$ cat src/rtl/burst_addr_sequencer_pkg.sv
// Shared definitions for the burst address sequencer and the STP/PTS wrappers.
package burst_addr_sequencer_pkg;

  localparam int unsigned DEF_ADDR_W = 8;
  localparam int unsigned DEF_LEN_W  = 4;

  localparam logic [2:0] ST_IDLE  = 3'd0;
  localparam logic [2:0] ST_LOAD  = 3'd1;
  localparam logic [2:0] ST_SHIFT = 3'd2;
  localparam logic [2:0] ST_WAIT  = 3'd3;
  localparam logic [2:0] ST_DONE  = 3'd4;

endpackage

$ cat src/rtl/burst_addr_sequencer_shift_reg.sv
// Address register: serial MSB-first load, rotating MSB-first shift-out, increment.
module burst_shift_reg
  import burst_addr_sequencer_pkg::*;
#(
  parameter int unsigned W = DEF_ADDR_W
) (
  input  logic clk,
  input  logic rst,
  input  logic load_en,
  input  logic load_ser,
  input  logic shift_en,
  input  logic increment,
  output logic shift_out
);

  logic [W-1:0] sr_q, sr_d;

  // Shifting rotates, so after a full frame the register holds the address again.
  always_comb begin
    sr_d = sr_q;
    if (load_en) begin
      sr_d = {sr_q[W-2:0], load_ser};
    end else if (shift_en) begin
      sr_d = {sr_q[W-2:0], sr_q[W-1]};
    end else if (increment) begin
      sr_d = sr_q + W'(1);
    end
  end

  always_ff @(posedge clk or negedge rst) begin
    if (!rst) begin
      sr_q <= '0;
    end else begin
      sr_q <= sr_d;
    end
  end

  assign shift_out = sr_q[W-1];

endmodule

$ cat src/rtl/burst_addr_sequencer.sv
// Burst control: captures serial address/length, emits one address frame per beat.
module burst_addr_sequencer
  import burst_addr_sequencer_pkg::*;
#(
  parameter int unsigned ADDR_W = DEF_ADDR_W,
  parameter int unsigned LEN_W  = DEF_LEN_W
) (
  input  logic clk,
  input  logic rst,
  input  logic burst_en,
  input  logic mode_sel,
  input  logic start,
  input  logic burst_len_in,
  input  logic addr_in,
  input  logic beat_done,
  output logic addr_sel,
  output logic addr_ser_out,
  output logic busy,
  output logic done
);

  localparam int unsigned CNT_W = $clog2(ADDR_W);

  logic [2:0]       state_q, state_d;
  logic [CNT_W-1:0] bit_cnt_q, bit_cnt_d;
  logic [LEN_W-1:0] len_q, len_d;
  logic             mode_q, mode_d;
  logic             addr_load, addr_rot, addr_inc, addr_msb;
  logic             bit_last;

  assign bit_last = (32'(bit_cnt_q) == ADDR_W - 1);

  // len_q doubles as the remaining-beats counter once LOAD finishes.
  always_comb begin
    state_d   = state_q;
    bit_cnt_d = bit_cnt_q;
    len_d     = len_q;
    mode_d    = mode_q;
    addr_load = 1'b0;
    addr_rot  = 1'b0;
    addr_inc  = 1'b0;
    case (state_q)
      ST_IDLE: begin
        if (start && burst_en) begin
          mode_d    = mode_sel;
          bit_cnt_d = '0;
          state_d   = ST_LOAD;
        end
      end
      ST_LOAD: begin
        addr_load = 1'b1;
        if (32'(bit_cnt_q) < LEN_W) begin
          len_d = (len_q << 1) | LEN_W'(burst_len_in);
        end
        if (bit_last) begin
          bit_cnt_d = '0;
          state_d   = ST_SHIFT;
          if (!mode_q) begin
            len_d = '0;
          end
        end else begin
          bit_cnt_d = bit_cnt_q + CNT_W'(1);
        end
      end
      ST_SHIFT: begin
        addr_rot = 1'b1;
        if (bit_last) begin
          bit_cnt_d = '0;
          state_d   = ST_WAIT;
        end else begin
          bit_cnt_d = bit_cnt_q + CNT_W'(1);
        end
      end
      ST_WAIT: begin
        if (beat_done) begin
          if (len_q == '0) begin
            state_d = ST_DONE;
          end else begin
            addr_inc = 1'b1;
            len_d    = len_q - LEN_W'(1);
            state_d  = ST_SHIFT;
          end
        end
      end
      ST_DONE: state_d = ST_IDLE;
      default: state_d = ST_IDLE;
    endcase
    // Abort overrides everything, including a coincident beat_done.
    if (!burst_en && (state_q != ST_IDLE)) begin
      state_d   = ST_IDLE;
      addr_load = 1'b0;
      addr_rot  = 1'b0;
      addr_inc  = 1'b0;
    end
  end

  always_ff @(posedge clk or negedge rst) begin
    if (!rst) begin
      state_q   <= ST_IDLE;
      bit_cnt_q <= '0;
      len_q     <= '0;
      mode_q    <= 1'b0;
    end else begin
      state_q   <= state_d;
      bit_cnt_q <= bit_cnt_d;
      len_q     <= len_d;
      mode_q    <= mode_d;
    end
  end

  burst_shift_reg #(
    .W(ADDR_W)
  ) u_addr_reg (
    .clk       (clk),
    .rst       (rst),
    .load_en   (addr_load),
    .load_ser  (addr_in),
    .shift_en  (addr_rot),
    .increment (addr_inc),
    .shift_out (addr_msb)
  );

  assign addr_sel     = (state_q == ST_SHIFT);
  assign addr_ser_out = addr_sel & addr_msb;
  assign busy         = (state_q != ST_IDLE);
  assign done         = (state_q == ST_DONE);

endmodule

$ cat config.mk
export PLATFORM = sky130hd
export DESIGN_NAME = burst_addr_sequencer
export DESIGN_NICKNAME = d
export VERILOG_FILES = /design/src/rtl/burst_addr_sequencer_pkg.sv /design/src/rtl/burst_addr_sequencer_shift_reg.sv /design/src/rtl/burst_addr_sequencer.sv
export SDC_FILE = /design/constraint.sdc
export NUM_CORES = 1
export LEC_CHECK = 0
export BUFFER_PORTS_ARGS = -buffer_cell sky130_fd_sc_hd__buf_2
export CAP_MARGIN = 15
export CORE_MARGIN = 1.5
export CORE_UTILIZATION = 55
export DETAILED_ROUTE_END_ITERATION = 10
export GPL_ROUTABILITY_DRIVEN = 0
export PLACE_DENSITY = 0.75
export SYNTH_ARGS = -nofsm -noshare
export SYNTH_HDL_FRONTEND = slang
export SYNTH_SLANG_ARGS = --single-unit
$ cat constraint.sdc
create_clock -name clk -period 4.33 [get_ports clk]
set_input_delay 0.433 -clock clk [delete_from_list [all_inputs] [get_ports clk]]
set_output_delay 0.433 -clock clk [all_outputs]
set_load 0.1 [all_outputs]
**Word level (Yosys, flattened, before mapping)**

Index checks and enable logic that the tools add are counted.

- Bitwise operators: 2
- Muxes and demuxes: 27
- Eq/ne operators: 12
- $lt $le $gt $ge: 1
- $add $sub $neg: 3
- Reductions and logical operators: 14

Operators with widths:

| cell | number |
|---|---|
| $mux 3 | 8 |
| $mux 8 | 3 |
| $mux 4 | 5 |
| $pmux 3 s4 | 1 |
| $ne 3x3->1 const B | 3 |
| $add 8x1->8 const B | 1 |
| $mux 1 | 8 |
| $pmux 4 s2 | 1 |
| $eq 3x2->1 const B | 2 |
| $eq 3x3->1 const B | 2 |
| $ne 2x2->1 const B | 3 |
| $pmux 3 s2 | 1 |
| $reduce_bool 3->1 | 2 |
| $logic_not 4->1 | 1 |
| $or 4x1->4 | 1 |
| $reduce_and 2->1 | 2 |
| $reduce_and 4->1 | 1 |
| $reduce_bool 2->1 | 2 |
| $sub 4x1->4 const B | 1 |
| $add 3x1->3 const B | 1 |
| $eq 3x1->1 const B | 1 |
| $logic_not 3->1 | 1 |
| $lt 3x3->1 const B | 1 |
| $ne 3x1->1 const B | 1 |
| 5 further kinds | 6 |

- Bits in registers: 19
- Word-level logic and storage cells: 64
- Bits of input ports: 8

**Depth between registers and ports, before layout**

- Depth in word-level cells: 8
- Mapped depth: 6

**By module**

A second synthesis with hierarchy kept.

- Cells, all modules: 132
- Area total of the unflattened synthesis: 1,258.7 µm²

By module, submodules not included:

| module | area an instance (µm²) | instances | cells each |
|---|---|---|---|
| burst_addr_sequencer | 812.0 | 1 | 85 |
| burst_shift_reg | 446.7 | 1 | 47 |

**Worst setup path before layout**

Ideal clock, no wire load.

- Kind: flip-flop to output port
- Start point: register state_q[1]
- End point: output port done
- Buffers on the path: 2
- Cell stages (with the launch flop): 4
- Arrival: 2.912 ns
- Setup slack: 0.985 ns
- Data required time: 3.897 ns
- Path through: dfrtp_1 buf_4 clkbuf_1 nor3b_1

- Cells in the longest elaborated chain, start to end: 1

RTL lines:

| element | RTL line | text |
|---|---|---|
| start: declaration | burst_addr_sequencer.sv:24 | `logic [2:0] state_q, state_d;` |
| start signal: assignment | burst_addr_sequencer.sv:104 | `state_q <= state_d;` |
| $eq 3x3->1 | burst_addr_sequencer.sv:126 | `assign done = (state_q == ST_DONE);` |
| end: declaration | burst_addr_sequencer.sv:19 | `output logic done` |

No other way between the ends.

**Worst setup path in the final report**

- Start point: register state_q[0]
- End point: output port addr_ser_out

- Cells in the longest elaborated chain, start to end: 2

RTL lines:

| element | RTL line | text |
|---|---|---|
| $eq 3x2->1 | burst_addr_sequencer.sv:123 | `assign addr_sel = (state_q == ST_SHIFT);` |
| $and 1x1->1 | burst_addr_sequencer.sv:124 | `assign addr_ser_out = addr_sel & addr_msb;` |
| end: declaration | burst_addr_sequencer.sv:17 | `output logic addr_ser_out,` |

No other way between the ends.

==> metrics.md <==
| Metric | Value |
|---|---|
| Status | complete, no violations |
| Worst Tran Pin Value | 0.607 ns |
| Max rail drop VDD | 0.671 mV |
| Skew final | 0.00662 ns |
| Overall Global Routing Usage | 23.8% |
| Max frequency | 457 MHz |
| Row count | 17 |
| Crit-path cells | nor2_1, and3_1, buf_2 |
| Mapped Cells | 147 |
| First-pass GRT wire length | 4960 um |
| H-tree depth | 1 |
| Clock Sinks | 19 |
| Largest area contributor in the netlist | dfrtp_1 |
| Distinct cells, synth | 55 |
| Hold Fails Final Rpt | 0 |
| Overflow after GRT | 0 |
| Ys async rst share | 100% |
| Met2 wire len | 1220 um |
| Wire per inst | 14.5 um |
| Final Critical Period | 2.19 ns |
| Final TNS setup | 0 ns |
| Diode count | 0 |
| Synth top area share | 34.8% |
| Routed via count | 1121 |
| Post-synth EDFFs | 0 |
| Clock root buffer | clkbuf_4 |
| Setup ws final | 2.14 ns |
| Cell Area, Synth | 1370 um^2 |
| CTS tree | done |
| Core Region | 2280 um^2 |
| Initial antenna violation count | 0 |
| Fin nets | 170 |
| Tot Pwr | 1.08 mW |
| WL met3 | 61 um |
| Fillers | 186 |
| Unrepaired setup endpoints after global routing | false |
| Via density | 6.09 |
| Maximum fanout along the worst path | 18 |
| Die height | 52.9 um |
| Die W | 52.9 um |
| Routed met1 length | 1370 um |
| Seq cells post-synth | 19 |
| DR iter-0 viols | 31 |
| Hold-fix buffers, CTS | 0 |
| Max cap viols | 0 |
| CP max stage cell | dfrtp_1 |
| Syn Nets | 160 |
| CTS clock-pin slew for the worst setup and hold paths | 0.11 ns |
| Largest net degree at the start of global routing | 20 |
| Clk buf depth | 2 |
| WP data required | 3.90 ns |
| Leakage power | 0.620 nW |
| Num CTS Buffers | 3 |
| Commonest cells in the synthesized netlist | dfrtp_1 (19), inv_1 (10), nand2_1 (8), nor2_1 (8), o21ai_0 (7) |
| Most common cell in the netlist | dfrtp_1 |
| Pre-CTS setup slack | 2.40 ns |
| Post-placement cell area | 1420 um^2 |
| Synthesis-to-layout area growth | 5.86% |
| DRT Wirelength | 2660 um |
| Yosys warns | 0 |
| Share of layout cells above drive strength 1 | 16.7% |
| Pwr dens | 748 nW/um^2 |
| Synth top area cells | dfrtp_1 (35%), ha_1 (4.6%), inv_1 (2.7%) |
| Max_slew headroom | 59.6% |
| Drt pass-1 iters | 4 |
| DP HPWL | 2000 um |
| Biggest cell delay along the critical path | 0.62 ns |
| Starting Density | 60.1% |
| Vias in the first global route | 1082 |
| PortBufs | 11 |
| Most used flip-flop cell after synthesis | dfrtp_1 |
| Final setup fails | 0 |
| Kind of critical path | reg -> out |
| Cts repair resizes | 0 |
| Syn_area_per_cell | 9.30 um^2 |
| Antenna Violating Nets Remaining | 0 |
| HP Class | in -> async |
| Residual DRC | 0 |
| Insertion delay to the later sink of the worst-skew pair | 0.29 ns |
| Register area share after synthesis | 34.8% |
| I/O pins | 12 |
| Critical Path AT | 1.76 ns |
| Top sig layer | met4 |
| Fin crit share | 50.5% |
| Fin. max-slew vios | 0 |
| Postcts setup bufs | 0 |
| Final instance area | 1450 um^2 |
| Die area | 2790 um^2 |
| Crit start category | register |
| Crit end category | primary output |
## per-stage QoR
stage	cells	hold WS [ns]	util, %
after detailed placement	180	0.404	62.5
after global placement	180	0.396	62.5
after global routing	184	0.0849	63.6
after floorplan	147	0.137	-
final	184	0.0545	63.6
after CTS	184	0.0686	63.6
## layout by cell type, fill, tap and decap left out, drive strengths merged, types with 4 or more instances in the layout
| cell type | synthesis | final |
|---|---|---|
| nand2 | 8 | 8 |
| nor3 | 7 | 7 |
| nor3b | 4 | 4 |
| a22o | 4 | 4 |
| a21oi | 5 | 5 |
| ha | 5 | 5 |
| o22ai | 5 | 5 |
| o21ai | 8 | 8 |
| nor2 | 9 | 9 |
| nand3 | 5 | 5 |
| and2 | 5 | 5 |
| inv | 10 | 10 |
| buf | 4 | 11 |
| clkbuf | 2 | 4 |
| dfrtp | 19 | 19 |
## flip-flops by register name, indices dropped and copies added, names as in the netlist
register and count:
u_addr_reg.sr_q 8, len_q 4, mode_q 1, bit_cnt_q 3
state_q 3
## worst max-delay path: cells and delay by family (launching register included)
family / cells / cell delay, ns
flip-flops: 1 / 0.62
AND/OR/NAND/NOR: 2 / 0.42
buffers and inverters: 1 / 0.42
## worst paths after layout
| path | start | to | slack (ns) | cells past startpoint |
|---|---|---|---|---|
| max reg2reg | state_q[0] | u_addr_reg.sr_q[4] | 2.37 | 4 |
| min | rst | len_q[3] | 0.05 | 1 |
| min in group clk | mode_sel | mode_q | 0.36 | 2 |
| min reg2reg | mode_q | mode_q | 0.53 | 1 |
| max | state_q[0] | addr_ser_out | 2.14 | 3 |
| max in group asynchronous | rst | u_addr_reg.sr_q[7] | 3.97 | 1 |
## cells by family (layout without fill, tap and decap cells)
logic type,after synthesis,after routing,synth area share [%]
fa+ha+maj,5,5,4.57
simple gates,60,60,27.1
mux,4,4,3.20
compound gates,42,42,23.0
buf+inv,16,25,5.40
xor+xnor,1,1,2.01
flops,19,19,34.8
## per-layer routing
layer	up-vias	global-route usage [%]
met5	-	0
met4	0	7.26
met3	2	3.39
met2	13	35.8
met1	529	35.1
li1	577	-
## cell type report
class | count | area, um^2 | area share (%)
inverter | 10 | 37.5 | 2.59
sequential | 19 | 475 | 32.8
timing repair buffer | 11 | 55.1 | 3.80
multi-input combinational | 112 | 818 | 56.5
clock buffer | 4 | 26.3 | 1.82
tap | 28 | 35.0 | 2.42
## report_power, final
part | switching (mW) | internal (mW) | total [mW]
clock | 0.0540 | 0.0358 | 0.0898
sequential | 0.120 | 0.250 | 0.371
combinational | 0.352 | 0.270 | 0.623
Power figures use the tool's default switching activity.
